$ cat config.mk
export PLATFORM = sky130hd
export DESIGN_NAME = modulo_n_updown
export DESIGN_NICKNAME = d
export VERILOG_FILES = /design/src/rtl/modulo_n_updown.sv
export SDC_FILE = /design/constraint.sdc
export NUM_CORES = 1
export LEC_CHECK = 0
export CORE_MARGIN = 2
export CORE_UTILIZATION = 50
export CTS_CLUSTER_DIAMETER = 40
export DETAILED_ROUTE_END_ITERATION = 6
export DONT_BUFFER_PORTS = 1
export REMOVE_ABC_BUFFERS = 1
export SLEW_MARGIN = 10
export SYNTH_ARGS = -nofsm -noshare
export SYNTH_HDL_FRONTEND = slang
export SYNTH_SLANG_ARGS = --single-unit
export TNS_END_PERCENT = 1
$ cat constraint.sdc
create_clock -name clk -period 3.9 [get_ports clk]
set_input_delay 1.17 -clock clk [delete_from_list [all_inputs] [get_ports clk]]
set_output_delay 1.17 -clock clk [all_outputs]
set_load 0.01 [all_outputs]
$ cat src/rtl/modulo_n_updown.sv
// modulo_n_updown: run-time modulus up/down counter with load, start/stop, one-shot and tc cascade carry.
// count/busy/done registered (1 clk), tc combinational (0 clk); no backpressure, ce gates steps; MODN_WRAP_CNT_EN adds wrap_cnt.
module modulo_n_updown #(
  parameter int WIDTH = 8
`ifdef MODN_WRAP_CNT_EN
  ,
  parameter int WCNT_W = 16
`endif
) (
  input  logic              clk,
  input  logic              rst_n,
  input  logic              ce,
  input  logic              up,
  input  logic [WIDTH-1:0]  mod_last,
  input  logic              load,
  input  logic [WIDTH-1:0]  load_val,
  input  logic              start,
  input  logic              stop,
  input  logic              oneshot,
  output logic [WIDTH-1:0]  count,
  output logic              tc,
  output logic              busy,
  output logic              done
`ifdef MODN_WRAP_CNT_EN
  ,
  output logic [WCNT_W-1:0] wrap_cnt
`endif
);

  typedef enum logic [1:0] {
    IDLE = 2'd0,
    RUN  = 2'd1,
    DONE = 2'd2
  } state_t;

  state_t           state;
  state_t           state_nxt;
  logic [WIDTH-1:0] count_nxt;
  logic             term;
  logic             step;

  // Down-count treats an out-of-range count as terminal so a lowered mod_last recovers in one step.
  assign term = up ? (count >= mod_last) : ((count == '0) || (count > mod_last));
  assign step = (state == RUN) && ce && !load && !stop;
  assign tc   = step && term;

  always_comb begin
    state_nxt = state;
    count_nxt = count;

    if (stop) begin
      state_nxt = IDLE;
    end else if (start && (state != RUN)) begin
      state_nxt = RUN;
    end else if (tc && oneshot) begin
      state_nxt = DONE;
    end

    if (load) begin
      count_nxt = (load_val > mod_last) ? mod_last : load_val;
    end else if (step) begin
      if (term && oneshot) begin
        count_nxt = (!up && (count > mod_last)) ? mod_last : count;
      end else if (term) begin
        count_nxt = up ? '0 : mod_last;
      end else begin
        count_nxt = up ? (count + 1'b1) : (count - 1'b1);
      end
    end
  end

  always_ff @(posedge clk or negedge rst_n) begin
    if (!rst_n) begin
      state <= IDLE;
      count <= '0;
      busy  <= 1'b0;
      done  <= 1'b0;
    end else begin
      state <= state_nxt;
      count <= count_nxt;
      busy  <= (state_nxt == RUN);
      done  <= (state_nxt == DONE) && (state != DONE);
    end
  end

`ifdef MODN_WRAP_CNT_EN
  // Saturating tc event counter; only reset clears it.
  always_ff @(posedge clk or negedge rst_n) begin
    if (!rst_n) begin
      wrap_cnt <= '0;
    end else if (tc && (wrap_cnt != '1)) begin
      wrap_cnt <= wrap_cnt + 1'b1;
    end
  end
`endif

endmodule

**After elaboration in Yosys (flattened, before gate mapping)**

Cells that the tools add are included.

- Register bits after elaboration: 12
- Bits of input ports: 24
- Output and inout bits: 11
- Logic and storage cells: 43

- Add/sub/neg operators: 2
- $lt $le $gt $ge: 3
- Equality and inequality tests: 6
- Mux-type cells: 12
- Reductions and logical operators: 16

Operators by type and width:

| cell | number |
|---|---|
| 8-bit 2-to-1 mux | 8 |
| 8-bit greater-than comparator | 2 |
| 1-bit logical AND | 9 |
| 8-bit by 1-bit adder with 8-bit output (second input constant) | 1 |
| 8-bit >= comparator | 1 |
| 8-bit zero test | 1 |
| 8-bit by 1-bit subtractor with 8-bit output (second input constant) | 1 |
| 2-bit 2-to-1 mux | 3 |
| 2-bit by 1-bit == test with 1-bit output (second input constant) | 2 |
| 1-bit zero test | 3 |
| 3-bit by 2-bit != test with 1-bit output (second input constant) | 1 |
| 2-bit == test (second input constant) | 1 |
| 2-bit by 1-bit != test with 1-bit output (second input constant) | 1 |
| 2-bit != test (second input constant) | 1 |
| 2-bit AND reduction | 1 |
| 2-bit nonzero test | 1 |
| 1-bit logical OR | 1 |
| 1-bit 2-to-1 mux | 1 |

**Logic depth before layout (Yosys ltp)**

- Depth in word-level cells: 11
- Mapped depth: 11
- Gate-level depth less buffers: 9

**Least setup slack after synthesis**

OpenSTA, ideal clock, no wires.

- Path type: input to output
- Start point: input mod_last[1]
- End point: output tc
- Arrival time: 2,630 ps
- Data required time: 2,730 ps
- Path slack: 100 ps
- Stages: 9
- Buffers on the path: 2
- Cell sequence: inv_1 > ha_1 > nor2b_1 > o211ai_1 > and2_4 > o311ai_2 > buf_6 > buf_6 > nor2b_1

- Word-level cells in the longest chain between the ends: 4
- Elaborated cells between the ends (all ways): 5

RTL lines:

| what | RTL line | RTL |
|---|---|---|
| start: declaration | 14 | `input logic [WIDTH-1:0] mod_last,` |
| 8-bit greater-than comparator | 43 | `assign term = up ? (count >= mod_last) : ((count == '0) \|\| (count > mod_last));` |
| 1-bit logical OR | 43 |  |
| 1-bit 2-to-1 mux * | 43 |  |
| 1-bit logical AND * | 45 | `assign tc = step && term;` |
| end: declaration | 21 | `output logic tc,` |

Every way passes the cells marked *; elsewhere a longest branch is shown, timed or not.

**Worst setup path in the final report**

- Start point: input mod_last[7]
- End point: output tc

Same word-level chain as after synthesis.

==> impl_metrics.csv <==
group,metric,value,unit
worst_setup_path,worstPathCellList,"inv_1 > ha_1 > nand2_1 > o21a_1 > or2_1 > o311ai_2 > nor2b_1",
power_and_ir_drop,vdd_drop_max,140,uV
clock_network,clock-sinks,12,
route,vias,1314,
sta,clock_skew,3.70,ps
worst_setup_path,timing.setup.critical_path_class,"input port to output port",
worst_setup_path,arrival,2420,ps
floorplan,fp.dieH,59.9,um
floorplan,placeableCoreArea,0.00300,mm^2
sta,hold-worst-slack,567,ps
cells_and_area,final_nets,224,
route,wl_met3,174,um
power_and_ir_drop,p_sw_share,44.4,%
global_routing,track_usage,22.1,%
synthesis,average_size_of_a_mapped_cell,8.82,um^2
power_and_ir_drop,clock_group_share_of_total_power,14.5,%
clock_network,cts_hold_buffers,0,
floorplan,fp.dieArea,0.00359,mm^2
worst_setup_path,crit_path_max_fanout,3,
clock_network,cts_buffer_depth,2,
sta,max_slew.worst_pin.slew,559,ps
place,io_buffers,0,
worst_setup_path,critPathLaunchType,"input port",
place,gp_congestion,0.848,
power_and_ir_drop,combinationalPowerShare,55.4,%
synthesis,syn_inst,177,
synthesis,synth.distinct_cells,42,
sta,setup-tns-final,0,ps
floorplan,io_pins,35,
synthesis,synth_warnings,0,
clock_network,htree_num_levels,1,
power_and_ir_drop,p_switching,0.000293,W
clock_network,clock_latency,270,ps
power_and_ir_drop,internal_power,0.000367,W
route,finalWirelength,3540,um
power_and_ir_drop,sequentialPowerShare,30.2,%
global_routing,antenna_found_initial,0,
route,top_layer,"met4",
worst_setup_path,worst_ep_required_time,2730,ps
cells_and_area,layout.cells.non_filler,209,
route,drt_drc_violations_left,0,
clock_network,tritoncts_buffer_count,3,
worst_setup_path,worst_path_max_delay_cell,"ha_1",
route,route.antenna.remaining_nets,0,
cells_and_area,share_of_final_layout_standard_cells_stronger_than_drive_strength_1,15.9,%
sta,finalCriticalPeriod,3590,ps
worst_setup_path,r2r_setup_slack,1140,ps
cells_and_area,fill_cells,294,
clock_network,cts_tree,"done",
global_routing,grt_start_max_net_pins,29,
worst_setup_path,dominant_delay_contributor_by_cell_family_on_the_critical_path,"simple AND/OR/NAND/NOR gates",
sta,layout_worst_path_cycle_share,92.2,%
sta,final-max-slew-violation-count,0,
run_status,run_status,"complete, no violations",
worst_setup_path,timing.critical_path.to_type,"output port",
clock_network,cts_repair_resize_count,0,
route,routedLengthMet1,1680,um
synthesis,synth-main-ff-cell,"dfrtp_1",
route,wl_met2,1650,um
synthesis,netlist.top_cell.by_area,"dfrtp_1",
floorplan,initial_core_util,52.0,%
synthesis,number_of_synthesized_flops_with_an_enable_pin,0,
synthesis,synth_largest_type_area_fraction,19.2,%
power_and_ir_drop,p_leak,0.658,nW
synthesis,synth_most_common_cell,"ha_1",
route,via_per_inst,6.29,
min_path,worst_min_delay_path_category,"flip-flop to flip-flop",
cells_and_area,antenna_cells_inserted,0,
global_routing,wire_length_of_the_first_global_routing_pass,6020,um
floorplan,die-width,59.9,um
sta,max_freq,278,MHz
synthesis,synth_seq_area_share,19.2,%
route,route.detailed.wl_per_inst,16.9,um
synthesis,asyncSetResetFlopFracSynth,100,%
global_routing,first_global_vias,1310,
clock_network,postCtsSetupBuffers,0,
place,place_hpwl,2900,um
sta,timing_hold_violations_final,0,
synthesis,yosys-top-cells-area,"dfrtp_1 (19%), ha_1 (18%), nor3_1 (5.8%)",
sta,setup_repair_after_global_routing_missed_its_margin,"no",
worst_setup_path,critical_path.n_buffers_inverters,1,
sta,worst_slew_margin_rel,62.7,%
synthesis,synth.ff_latch_count,12,
route,detail_route.iter0.violations,52,
cells_and_area,area.growth.synth_to_final,1.52,%
clock_network,clk_transition_reported_paths,70,ps
global_routing,gr-total-overflow,0,
clock_network,ctsRootBufferMaster,"clkbuf_4",
synthesis,netlist_area,0.00156,mm^2
sta,setup_viol,0,
route,drt_pass1_iterations,4,
job,max_capacitance_violation_count,0,
worst_setup_path,worst_path_largest_cell_delay,350,ps
power_and_ir_drop,pwr_density_cell,417,mW/mm^2
synthesis,ys_top_cells_by_count,"ha_1 (22), nor3_1 (18), inv_1 (13), dfrtp_1 (12), nand2_1 (12)",
floorplan,row_count,20,
place,numPlacedInstances,205,
[worst paths after layout]
| check | startpoint | end | cells past startpoint |
|---|---|---|---|
| worst max-delay path | mod_last[7] | tc | 7 |
| worst min-delay path | state[0] | state[0] | 2 |
| worst max register to register | count[0] | count[3] | 10 |
| worst min register to register | state[0] | state[0] | 2 |
| max in group asynchronous | rst_n | count[4] | 0 |
| min in group asynchronous | rst_n | count[5] | 0 |
[worst register-to-register path, cell delays in order, from the launching register on]
cell and delay (ps):
dfrtp_1 530, inv_1 80, ha_1 270, nand4_1 170
nor2_4 170, or2_1 140, o311ai_2 110, buf_4 230
a21oi_2 390, or2_1 390, a31oi_2 150
[cells by family (layout without fill, tap and decap cells)]
kind of cell / Yosys count / in the layout / share of synthesized area (%)
AND/OR/NAND/NOR: 65 / 65 / 22.9
flip-flops: 12 / 12 / 19.2
buffers and inverters: 19 / 18 / 7.05
XOR/XNOR: 5 / 5 / 2.80
multiplexers: 7 / 7 / 4.89
AO/OA/AOI/OAI: 46 / 46 / 24.2
adder cells (fa/ha/maj): 23 / 23 / 18.9
[power groups by stage]
stage          clock network (W)  registers (W)  logic (W)
5_1_grt                 0.000105       0.000205   0.000408
2_1_floorplan                  0       0.000185   0.000299
3_5_place_dp                   0       0.000202   0.000363
3_3_place_gp                   0       0.000202   0.000352
6_report               0.0000955       0.000199   0.000366
4_1_cts                0.0000984       0.000199   0.000366
[per-layer routing]
| metal | track usage (%) | up-vias |
|---|---|---|
| li1 | - | 659 |
| met1 | 29.7 | 620 |
| met2 | 35.7 | 33 |
| met3 | 3.03 | 2 |
| met4 | 8.57 | 0 |
| met5 | 0 | - |
[flip-flops by register name, summed over array words and instances, names as in the netlist]
signal  count
count       8
busy        1
done        1
state       2
[final cells by class]
| cell class | count | area (um^2) | share of cell area, % |
|---|---|---|---|
| well taps | 33 | 41.3 | 2.60 |
| flip-flops and latches | 12 | 300 | 18.9 |
| inverters | 13 | 48.8 | 3.08 |
| clock buffers | 4 | 36.3 | 2.29 |
| repair buffers | 1 | 7.51 | 0.474 |
| multi-input cells | 146 | 1150 | 72.6 |
[layout by cell type (no fill, tap or decap), types with 2 or more instances in the layout]
master / Yosys / routed
nand2b_1: 2 / 2
nor3_1: 18 / 18
dfrtp_1: 12 / 12
nand4_1: 2 / 2
nand2_1: 12 / 12
o21bai_1: 2 / 2
a211oi_1: 3 / 3
a21oi_1: 11 / 11
nor4_1: 3 / 3
nor2_1: 10 / 10
clkbuf_4: 0 / 3
ha_1: 22 / 22
xor2_1: 4 / 4
o21a_1: 2 / 2
nor2_2: 2 / 2
nand3_1: 5 / 5
nor2b_1: 5 / 5
a31oi_1: 8 / 8
a31oi_2: 7 / 7
mux2i_1: 2 / 2
a211oi_2: 2 / 2
mux2_2: 5 / 5
inv_1: 13 / 13
o211ai_1: 2 / 2
or2_1: 2 / 2
[through the flow]
step	total power (W)	setup slack (ps)	cell area, um^2	util, %
final	0.000661	306	1590	52.8
after global routing	0.000718	213	1590	52.8
after CTS	0.000663	291	1590	52.8
after detailed placement	0.000565	293	1550	51.6
after global placement	0.000554	331	1550	51.6
after floorplan	0.000484	-211	1500	-
No activity file was read; power rests on OpenSTA's default activity.
